<file path="config.mk">
export PLATFORM = sky130hd
export DESIGN_NAME = mem_pair_loader
export DESIGN_NICKNAME = d
export VERILOG_FILES = /design/src/rtl/mem_pair_pkg.sv /design/src/rtl/loader_beat_counter.sv /design/src/rtl/mem_pair_loader.sv
export SDC_FILE = /design/constraint.sdc
export NUM_CORES = 1
export LEC_CHECK = 0
export ABC_AREA = 1
export BUFFER_PORTS_ARGS = -buffer_cell sky130_fd_sc_hd__clkbuf_2
export CAP_MARGIN = 10
export CORE_ASPECT_RATIO = 0.8
export CORE_MARGIN = 5
export CORE_UTILIZATION = 47
export DETAILED_ROUTE_END_ITERATION = 8
export PLACE_DENSITY_LB_ADDON = 0.1
export SLEW_MARGIN = 20
export SYNTH_ARGS = -nofsm -noshare
export SYNTH_HDL_FRONTEND = slang
export SYNTH_SLANG_ARGS = --single-unit
</file>
<file path="constraint.sdc">
create_clock -name clk -period 3.55 [get_ports clk]
set_input_delay 0.355 -clock clk [delete_from_list [all_inputs] [get_ports clk]]
set_output_delay 0.355 -clock clk [all_outputs]
set_load 0.03 [all_outputs]
</file>
<file path="src/rtl/mem_pair_pkg.sv">
// Shared constants and types for the paired-array stream loader.
package mem_pair_pkg;

   localparam int unsigned DATA_W_DEF = 16;
   localparam int unsigned DEPTH_DEF  = 8;

   typedef enum logic [1:0] {
      StIdle,
      StLoadA,
      StLoadB,
      StDone
   } state_t;

   typedef logic [DATA_W_DEF-1:0] word_t;

endpackage

</file>
<file path="src/rtl/loader_beat_counter.sv">
// Beat index for one array pass; wrap flags the accepted beat that hits DEPTH-1.
module loader_beat_counter
   import mem_pair_pkg::*;
#(
   parameter int unsigned DEPTH = DEPTH_DEF
) (
   input  logic                     clk,
   input  logic                     rst_n,
   input  logic                     inc,
   input  logic                     clr,
   output logic [$clog2(DEPTH)-1:0] idx,
   output logic                     wrap
);

   localparam int unsigned IdxW = $clog2(DEPTH);

   logic [IdxW-1:0] idx_q, idx_d;

   assign wrap = inc && (idx_q == IdxW'(DEPTH - 1));
   assign idx  = idx_q;

   // clr wins over inc so a restart always begins at entry 0
   always_comb begin
      idx_d = idx_q;
      if (clr) begin
         idx_d = '0;
      end else if (inc) begin
         idx_d = wrap ? '0 : idx_q + 1'b1;
      end
   end

   always_ff @(posedge clk or negedge rst_n) begin
      if (!rst_n) begin
         idx_q <= '0;
      end else begin
         idx_q <= idx_d;
      end
   end

endmodule

</file>
<file path="src/rtl/mem_pair_loader.sv">
// Streams 2*DEPTH words into two register arrays (mem_a then mem_b).
// Optional MEM_PAIR_LOADER_CLEAR_ON_START_EN zeroes both arrays when a load starts.
module mem_pair_loader
   import mem_pair_pkg::*;
#(
   parameter int unsigned DATA_W = DATA_W_DEF,
   parameter int unsigned DEPTH  = DEPTH_DEF
) (
   input  logic              clk,
   input  logic              rst_n,
   input  logic              start,
   input  logic              s_valid,
   output logic              s_ready,
   input  logic [DATA_W-1:0] s_data,
   input  logic              s_last,
   output logic [DATA_W-1:0] mem_a [0:DEPTH-1],
   output logic [DATA_W-1:0] mem_b [0:DEPTH-1],
   output logic              bank_valid,
   output logic              busy,
   output logic              err_short
);

   localparam int unsigned IdxW = $clog2(DEPTH);

   state_t            state_q, state_d;
   logic              s_ready_q, s_ready_d;
   logic              busy_q, busy_d;
   logic              bank_valid_q, bank_valid_d;
   logic              err_short_q, err_short_d;
   logic [DATA_W-1:0] mem_a_q [0:DEPTH-1];
   logic [DATA_W-1:0] mem_a_d [0:DEPTH-1];
   logic [DATA_W-1:0] mem_b_q [0:DEPTH-1];
   logic [DATA_W-1:0] mem_b_d [0:DEPTH-1];

   logic            accept;
   logic            cnt_clr;
   logic            wrap;
   logic [IdxW-1:0] idx;

   assign accept = s_valid && s_ready_q;

   loader_beat_counter #(
      .DEPTH (DEPTH)
   ) u_beat_counter (
      .clk   (clk),
      .rst_n (rst_n),
      .inc   (accept),
      .clr   (cnt_clr),
      .idx   (idx),
      .wrap  (wrap)
   );

   always_comb begin
      state_d      = state_q;
      bank_valid_d = bank_valid_q;
      err_short_d  = err_short_q;
      mem_a_d      = mem_a_q;
      mem_b_d      = mem_b_q;
      cnt_clr      = 1'b0;

      if (start) begin
         state_d      = StLoadA;
         bank_valid_d = 1'b0;
         err_short_d  = 1'b0;
         cnt_clr      = 1'b1;
`ifdef MEM_PAIR_LOADER_CLEAR_ON_START_EN
         for (int unsigned i = 0; i < DEPTH; i++) begin
            mem_a_d[i] = '0;
            mem_b_d[i] = '0;
         end
`endif
      end

      // A beat accepted alongside a restart is still written
      if (accept) begin
         if (state_q == StLoadA) begin
            mem_a_d[idx] = s_data;
         end else begin
            mem_b_d[idx] = s_data;
         end
      end

      if (!start && accept) begin
         if (s_last && !(state_q == StLoadB && wrap)) begin
            state_d     = StIdle;
            err_short_d = 1'b1;
            cnt_clr     = 1'b1;
         end else if (wrap) begin
            if (state_q == StLoadA) begin
               state_d = StLoadB;
            end else begin
               state_d      = StDone;
               bank_valid_d = 1'b1;
            end
         end
      end

      s_ready_d = (state_d == StLoadA) || (state_d == StLoadB);
      busy_d    = s_ready_d;
   end

   always_ff @(posedge clk or negedge rst_n) begin
      if (!rst_n) begin
         state_q      <= StIdle;
         s_ready_q    <= 1'b0;
         busy_q       <= 1'b0;
         bank_valid_q <= 1'b0;
         err_short_q  <= 1'b0;
         for (int unsigned i = 0; i < DEPTH; i++) begin
            mem_a_q[i] <= '0;
            mem_b_q[i] <= '0;
         end
      end else begin
         state_q      <= state_d;
         s_ready_q    <= s_ready_d;
         busy_q       <= busy_d;
         bank_valid_q <= bank_valid_d;
         err_short_q  <= err_short_d;
         mem_a_q      <= mem_a_d;
         mem_b_q      <= mem_b_d;
      end
   end

   assign s_ready    = s_ready_q;
   assign busy       = busy_q;
   assign bank_valid = bank_valid_q;
   assign err_short  = err_short_q;
   assign mem_a      = mem_a_q;
   assign mem_b      = mem_b_q;

endmodule

</file>
Word-level counts from Yosys, hierarchy flattened

Cells that the tools add are included.
W data, S select, Z words.

Magnitude comparators: 2
Bitwise operators: 2
Add/subtract/negate cells: 1
Equal/unequal tests: 5
Reductions and logical operators: 12
Mux-type cells: 23

Operators by type and width:

| cell                  | count |
|---|---|
| $bwmux W128           | 2 |
| $demux W16 S3         | 1 |
| $mux W16              | 1 |
| $mux W1               | 12 |
| $mux W3               | 3 |
| $mux W2               | 4 |
| $logic_and A1 B1 Y1   | 6 |
| $eq A2 B1 Y1 const B  | 2 |
| $eq A2 B2 Y1 const B  | 2 |
| $ge A4 B4 Y1 const B  | 1 |
| $lt A4 B1 Y1 const B  | 1 |
| $not A3 Y4            | 1 |
| $reduce_and A2 Y1     | 2 |
| $add A3 B1 Y3 const B | 1 |
| $eq A3 B3 Y1 const B  | 1 |
| $logic_not A1 Y1      | 2 |
| $reduce_bool A2 Y1    | 1 |
| $logic_or A1 B1 Y1    | 1 |
| $not A1 Y1            | 1 |

Bits of input ports: 21
Bits in registers: 264
Logic and storage cells: 66

Depth between registers and ports, before layout

Gate-level depths: netlist of run 1.

Word-level depth: 9
Depth in mapped cells: 10
Mapped depth without buffers: 10

Hierarchy

A second synthesis of run 1 with hierarchy kept.

Cell total of the unflattened synthesis: 945
Area total of the unflattened synthesis: 9,587.9 µm²

Modules (own cells, without submodules):

| module              | area an instance (µm²) | instances | cells each |
|---|---|---|---|
| mem_pair_loader     | 9,410.3                | 1         | 920 |
| loader_beat_counter | 177.7                  | 1         | 25 |

Worst setup path after synthesis of run 1

No wires, ideal clock.

Path type: register to register
Start: register, netlist name busy
End: register mem_b_q, in the netlist mem_b[69]
Buffers on the path: 1
Setup slack: 1.970 ns
Data arrival time: 1.446 ns
Data required time: 3.417 ns
Cell stages (with the launch flop): 7
Clock period less this slack: 1.580 ns
Cells stage by stage: dfrtp_1 > nand2_1 > a21oi_4 > nand2_1 > buf_2 > nand2_1 > o21ai_0

RTL lines:

| item                 | RTL line               | RTL |
|---|---|---|
| end signal, assigned | mem_pair_loader.sv:120 | `mem_b_q <= mem_b_d;` |
| end, declared        | mem_pair_loader.sv:32  | `logic [DATA_W-1:0] mem_b_q [0:DEPTH-1];` |

==> flow_summary.toml, run 1 <==
[status]
status = "complete, no violations"

[layout]
finalNetCount = 1201
area_growth_pct = 25.2
fin_cells = 1460
drive_gt1_share_pct = 27.3
nFillCells = 1815
antenna_cells = 0
final_util_pct = 60.1
final_cell_area_sq_um = 12000

[logic_synthesis]
synth_ff_type = "dfrtp_1"
netlist_top_cells_area = "dfrtp_1 69%, o21ai_0 14%, nand2_1 11%"
synth_seq_cells = 264
netlist.area_leader.share_pct = 69.2
yosysSeqAreaShare_pct = 69.2
synthDistinctLibCells = 18
ys_warn_count = 0
synthArstFlopShare_pct = 100
synth.avg_cell_area_sq_um = 10.3
syn-cell-area_sq_um = 9550
netlist_instances = 929
synth.most_common_cell = "nand2_1"
syn_nets = 952
synth_edf_count = 0
yosys.area.top_type = "dfrtp_1"
synth_top_cells_by_count = "290 x nand2_1, 264 x dfrtp_1, 258 x o21ai_0"

[global_routing]
antenna_found_initial = 0
use_met2_pct = 35.6
track_usage_pct = 23.3
met3_usage_pct = 6.43
overflow = 0
use_met1_pct = 33.6
grt_pass1_wl_um = 41800
grt_pass1_vias = 6968
grt-busiest-layer = "met2"
grt_max_degree = 107

[placement]
globalplace.congestion = 0.793
placed_area_sq_um = 11000
hpwl_um = 18800
dp_cells = 1413
port_buffers = 280

[route]
via_per_inst = 5.08
wl_per_cell_um = 19.0
drtPass1Iterations = 5
vias = 7413
drt_wl_total_um = 27700
first_iter_violations = 732
postRouteAntennaNets = 0
remaining_drc_errors = 0

[clocking]
cts_setup_buffers = 0
clk_pin_slew_ns = 0.06
htreeDepth = 1
cts_tree = "built"
clk_root_buffer_cell = "clkbuf_16"
clock_path_buffers = 3
clkLatencyLatePin_ns = 0.52
clock-sinks = 264
numCtsBuffers = 26
ctsResizeCount = 0

[critical_path]
cp.arrival_ns = 2.45
slowest_stage = "nand2_1"
r2r_cells = 4
max_stage_delay_ns = 0.63
startpoint_type = "flip-flop"
cp_common_cell = "nand2_1"
crit_type = "reg2reg"
r2r_setup_slack_ns = 1.50
crit_path_cell_trace = "nand2_1 -> a21oi_4 -> nand2_1 -> o21ai_0"
crit_required_ns = 3.95
end_kind = "flip-flop"
worstPathMaxFanout = 32

[floorplan]
num_io_pins = 281
start_util_pct = 48.0
fp.coreArea_sq_um = 19900
die_y_um = 137
die_x_um = 169
die_area_sq_um = 23300
placementRows = 46

[timing]
clock_skew_ns = 0.00874
worst_slew_pin_slew_ns = 0.993
finalHoldViolCount = 0
min_period_over_period_pct = 57.7
rsz0062_at_grt = "no"
finalSetupTns_ns = 0
fmax_ghz = 0.488
setup_viol = 0
slew_violations = 0
finalCriticalPeriod_ns = 2.05
relSlewSlack_pct = 33.7

[pwr]
powerDensity_nw_per_um2 = 677
p_leak_uw = 0.00626
fin_total_pwr_uw = 8100
vdd_drop_max_mv = 0.380

[worst_hold_path]
hold_class = "in2reg"
min_path_cells = 3

[flow_run]
cap_violations = 0
==> layer usage <==
metal / up-vias / wire length [um]
li1: 3515 / -
met1: 3570 / 12100
met2: 290 / 12500
met3: 38 / 2390
met4: 0 / 670
met5: - / 0
==> kinds of logic after synthesis <==
family	after synthesis	synth area share, %
AO/OA/AOI/OAI	264	14.0
adder cells (fa/ha/maj)	2	0.262
AND/OR/NAND/NOR	307	12.3
buffers and inverters	92	4.22
flip-flops	264	69.2
==> final cells by class <==
type	count	area, sq um	area share, %
sequential	264	6610	55.2
multi-input combinational	573	2540	21.2
timing repair buffer	286	1470	12.3
clock buffer	37	753	6.30
tap	264	330	2.76
clock inverter	9	158	1.32
inverter	27	101	0.847
==> placed cells by master, fill, tap and decap left out, types with 4 or more instances in the layout <==
cell type and n:
clkbuf_16 27, nand3_1 6, inv_1 27, o21ai_0 258, clkbuf_1 6, dfrtp_1 264, clkbuf_2 279, bufinv_16 4
nand2_1 290, clkbuf_8 4, nor3_1 8, buf_4 4
==> critical path, delay by kind of cell (launching register included) <==
kind | cells | cell delay (ns)
simple gates | 2 | 0.84
compound gates | 2 | 0.69
flops | 1 | 0.38
==> power breakdown <==
part           switching [uW]  internal, uW
clock                    1150          1770
combinational            1220           384
sequential                219          3360
==> flip-flops by register name, summed over array words and instances, names as in the netlist <==
| name | cells |
|---|---|
| busy | 1 |
| state_q | 2 |
| err_short | 1 |
| bank_valid | 1 |
| u_beat_counter.idx | 3 |
| mem_b | 128 |
| mem_a | 128 |
==> stage by stage <==
stage / worst slack (ns) / hold WS [ns]
floorplan: 1.97 / 0.0594
global placement: 1.51 / 0.465
detailed placement: 1.45 / 0.471
CTS: 1.47 / 0.101
global route: 1.23 / 0.121
finish: 1.50 / 0.109
==> path summary, 6_finish.rpt <==
kind                                 start    endpoint
worst max-delay path                  busy  mem_b[106]
worst min-delay path                s_last   err_short
worst max register to register        busy  mem_b[106]
worst min register to register  mem_b[123]  mem_b[123]
max in group asynchronous            rst_n   mem_a[54]
min in group asynchronous            rst_n   mem_b[41]
==> repair_timing <==
item                                    CTS  global route
endpoints found under the setup margin    0             0
hold buffers                              1             0
hold endpoints to repair                101             0
(Power assumes the default switching activity.)
==> run 2: changes to the inputs <==
- clock period: 3.55 -> 2.05 ns (I/O delays scaled with it)
==> run 2 against run 1 <==
  * Design area increased by 1.1%
  * Highest routed layer unchanged
  * Critical path type unchanged
  * Register-to-register slack got worse by 1.0 ns
  * Critical endpoint is now busy
  * Global-route usage increased by 0.55 points
==> flow_summary.toml, run 2 (synthesis gave the netlist of run 1 again) <==
[status]
status = "complete, no violations"

[route]
postRouteAntennaNets = 0
drt_wl_total_um = 28000
vias = 7465
via_per_inst = 5.03
wl_per_cell_um = 18.9
remaining_drc_errors = 0
first_iter_violations = 685
drtPass1Iterations = 5

[layout]
layout_common_cells = "290 x nand2_1, 279 x clkbuf_2, 264 x dfrtp_1"
area_growth_pct = 26.6
antenna_cells = 0
multi_input_area_sq_um = 2540
finalNetCount = 1224
drive_gt1_share_pct = 28.7
layout_commonest_cell = "nand2_1"
seq_area_sq_um = 6610
nFillCells = 1785
final_cell_area_sq_um = 12100

[worst_hold_path]
hold_class = "in2reg"
min_path_cells = 4
hp-start = "start"
whs_endpoint = "state_q[1]"

[clocking]
clk_pin_slew_ns = 0.06
clk_root_buffer_cell = "clkbuf_16"
clkLatencyLatePin_ns = 0.51
numCtsBuffers = 26
ctsResizeCount = 0
clock-sinks = 264
clock_path_buffers = 3
cts_setup_buffers = 0
htreeDepth = 1
cts_tree = "built"

[timing]
clock_skew_ns = 0.00840
finalSetupTns_ns = 0
setup_viol = 0
relSlewSlack_pct = 49.3
worst_slew_pin_slew_ns = 0.759
fmax_ghz = 0.628
finalHoldViolCount = 0
min_period_over_period_pct = 77.7
finalCriticalPeriod_ns = 1.59
worst_slack_ns = 0.458
slew_violations = 0
rsz0062_at_grt = "no"

[global_routing]
grt_pass1_vias = 7212
grt_pass1_wl_um = 43200
antenna_found_initial = 0
track_usage_pct = 23.8
overflow = 0
grt_max_degree = 60

[critical_path]
r2r_setup_slack_ns = 0.46
reg2reg_from = "u_beat_counter.idx[0]"
cp.arrival_ns = 2.05
crit_path_cell_trace = "ha_1 -> ha_1 -> nand3_1 -> o21bai_1 -> nand3_1 -> nand2_1 -> nand2_1 -> nand2_1"
cp_common_cell = "nand2_1"
worstPathMaxFanout = 6
cp_num_buf_inv = 0
r2r-end = "busy"
r2r_cells = 8
end_kind = "flip-flop"
max_stage_delay_ns = 0.43
startpoint_type = "flip-flop"
slowest_stage = "dfrtp_1"
crit_family = "simple AND/OR/NAND/NOR gates"
crit_type = "reg2reg"
crit_required_ns = 2.51

[placement]
placed_area_sq_um = 11200
globalplace.congestion = 0.877
place_ws_ns = 0.476
hpwl_um = 19100
port_buffers = 280

[floorplan]
num_io_pins = 281
start_util_pct = 48.0
fp.coreArea_sq_um = 19900
die_x_um = 169
die_y_um = 137
die_area_sq_um = 23300
placementRows = 46

[pwr]
p_leak_uw = 0.00634
vdd_drop_max_mv = 0.603
powerDensity_nw_per_um2 = 1120
fin_total_pwr_uw = 13600

[flow_run]
cap_violations = 0
run 2: worst max-delay path by stage:
stage                                      from   endpoint  slack [ns]  depth (start not counted)
after global placement    u_beat_counter.idx[1]       busy        0.52                          7
after global routing      u_beat_counter.idx[1]       busy        0.29                          8
after detailed placement  u_beat_counter.idx[1]       busy        0.48                          7
after CTS                 u_beat_counter.idx[1]       busy        0.47                          8
final                     u_beat_counter.idx[0]       busy        0.46                          8
after floorplan                            busy  mem_b[69]        0.47                          6
run 2: routing by layer:
metal	vias up	wire [um]	track usage, %
met3	24	2220	5.94
li1	3575	-	-
met5	-	0	0
met4	0	342	3.53
met2	253	13000	38.2
met1	3613	12500	34.2
run 2: timing repair:
item,4_1_cts,5_1_grt
endpoints found under the hold margin,251,0
endpoints found under the setup margin,0,0
hold buffers,2,0
run 2: report_power, final:
group | internal (uW) | switching (uW)
clock | 2670 | 1940
combinational | 691 | 2080
sequential | 5820 | 394
total | 9180 | 4410
run 2: cell type report:
type	instances	area share [%]
clock inverter	10	0.642
tap	264	2.73
multi-input combinational	573	21.0
clock buffer	36	6.20
inverter	27	0.838
timing repair buffer	309	13.9
sequential	264	54.6
run 2: stage by stage:
stage	std cells	utilization (%)	hold slack [ns]
finish	1483	60.7	0.0418
global route	1483	60.7	0.0423
global placement	1435	56.5	0.121
CTS	1483	60.7	0.0162
detailed placement	1435	56.5	0.119
floorplan	929	-	-0.0906
run 2: tightest hold or removal path, stage by stage:
cell      delay, ns
clkbuf_2       0.12
a21oi_1        0.05
nand2_1        0.08
inv_1          0.06
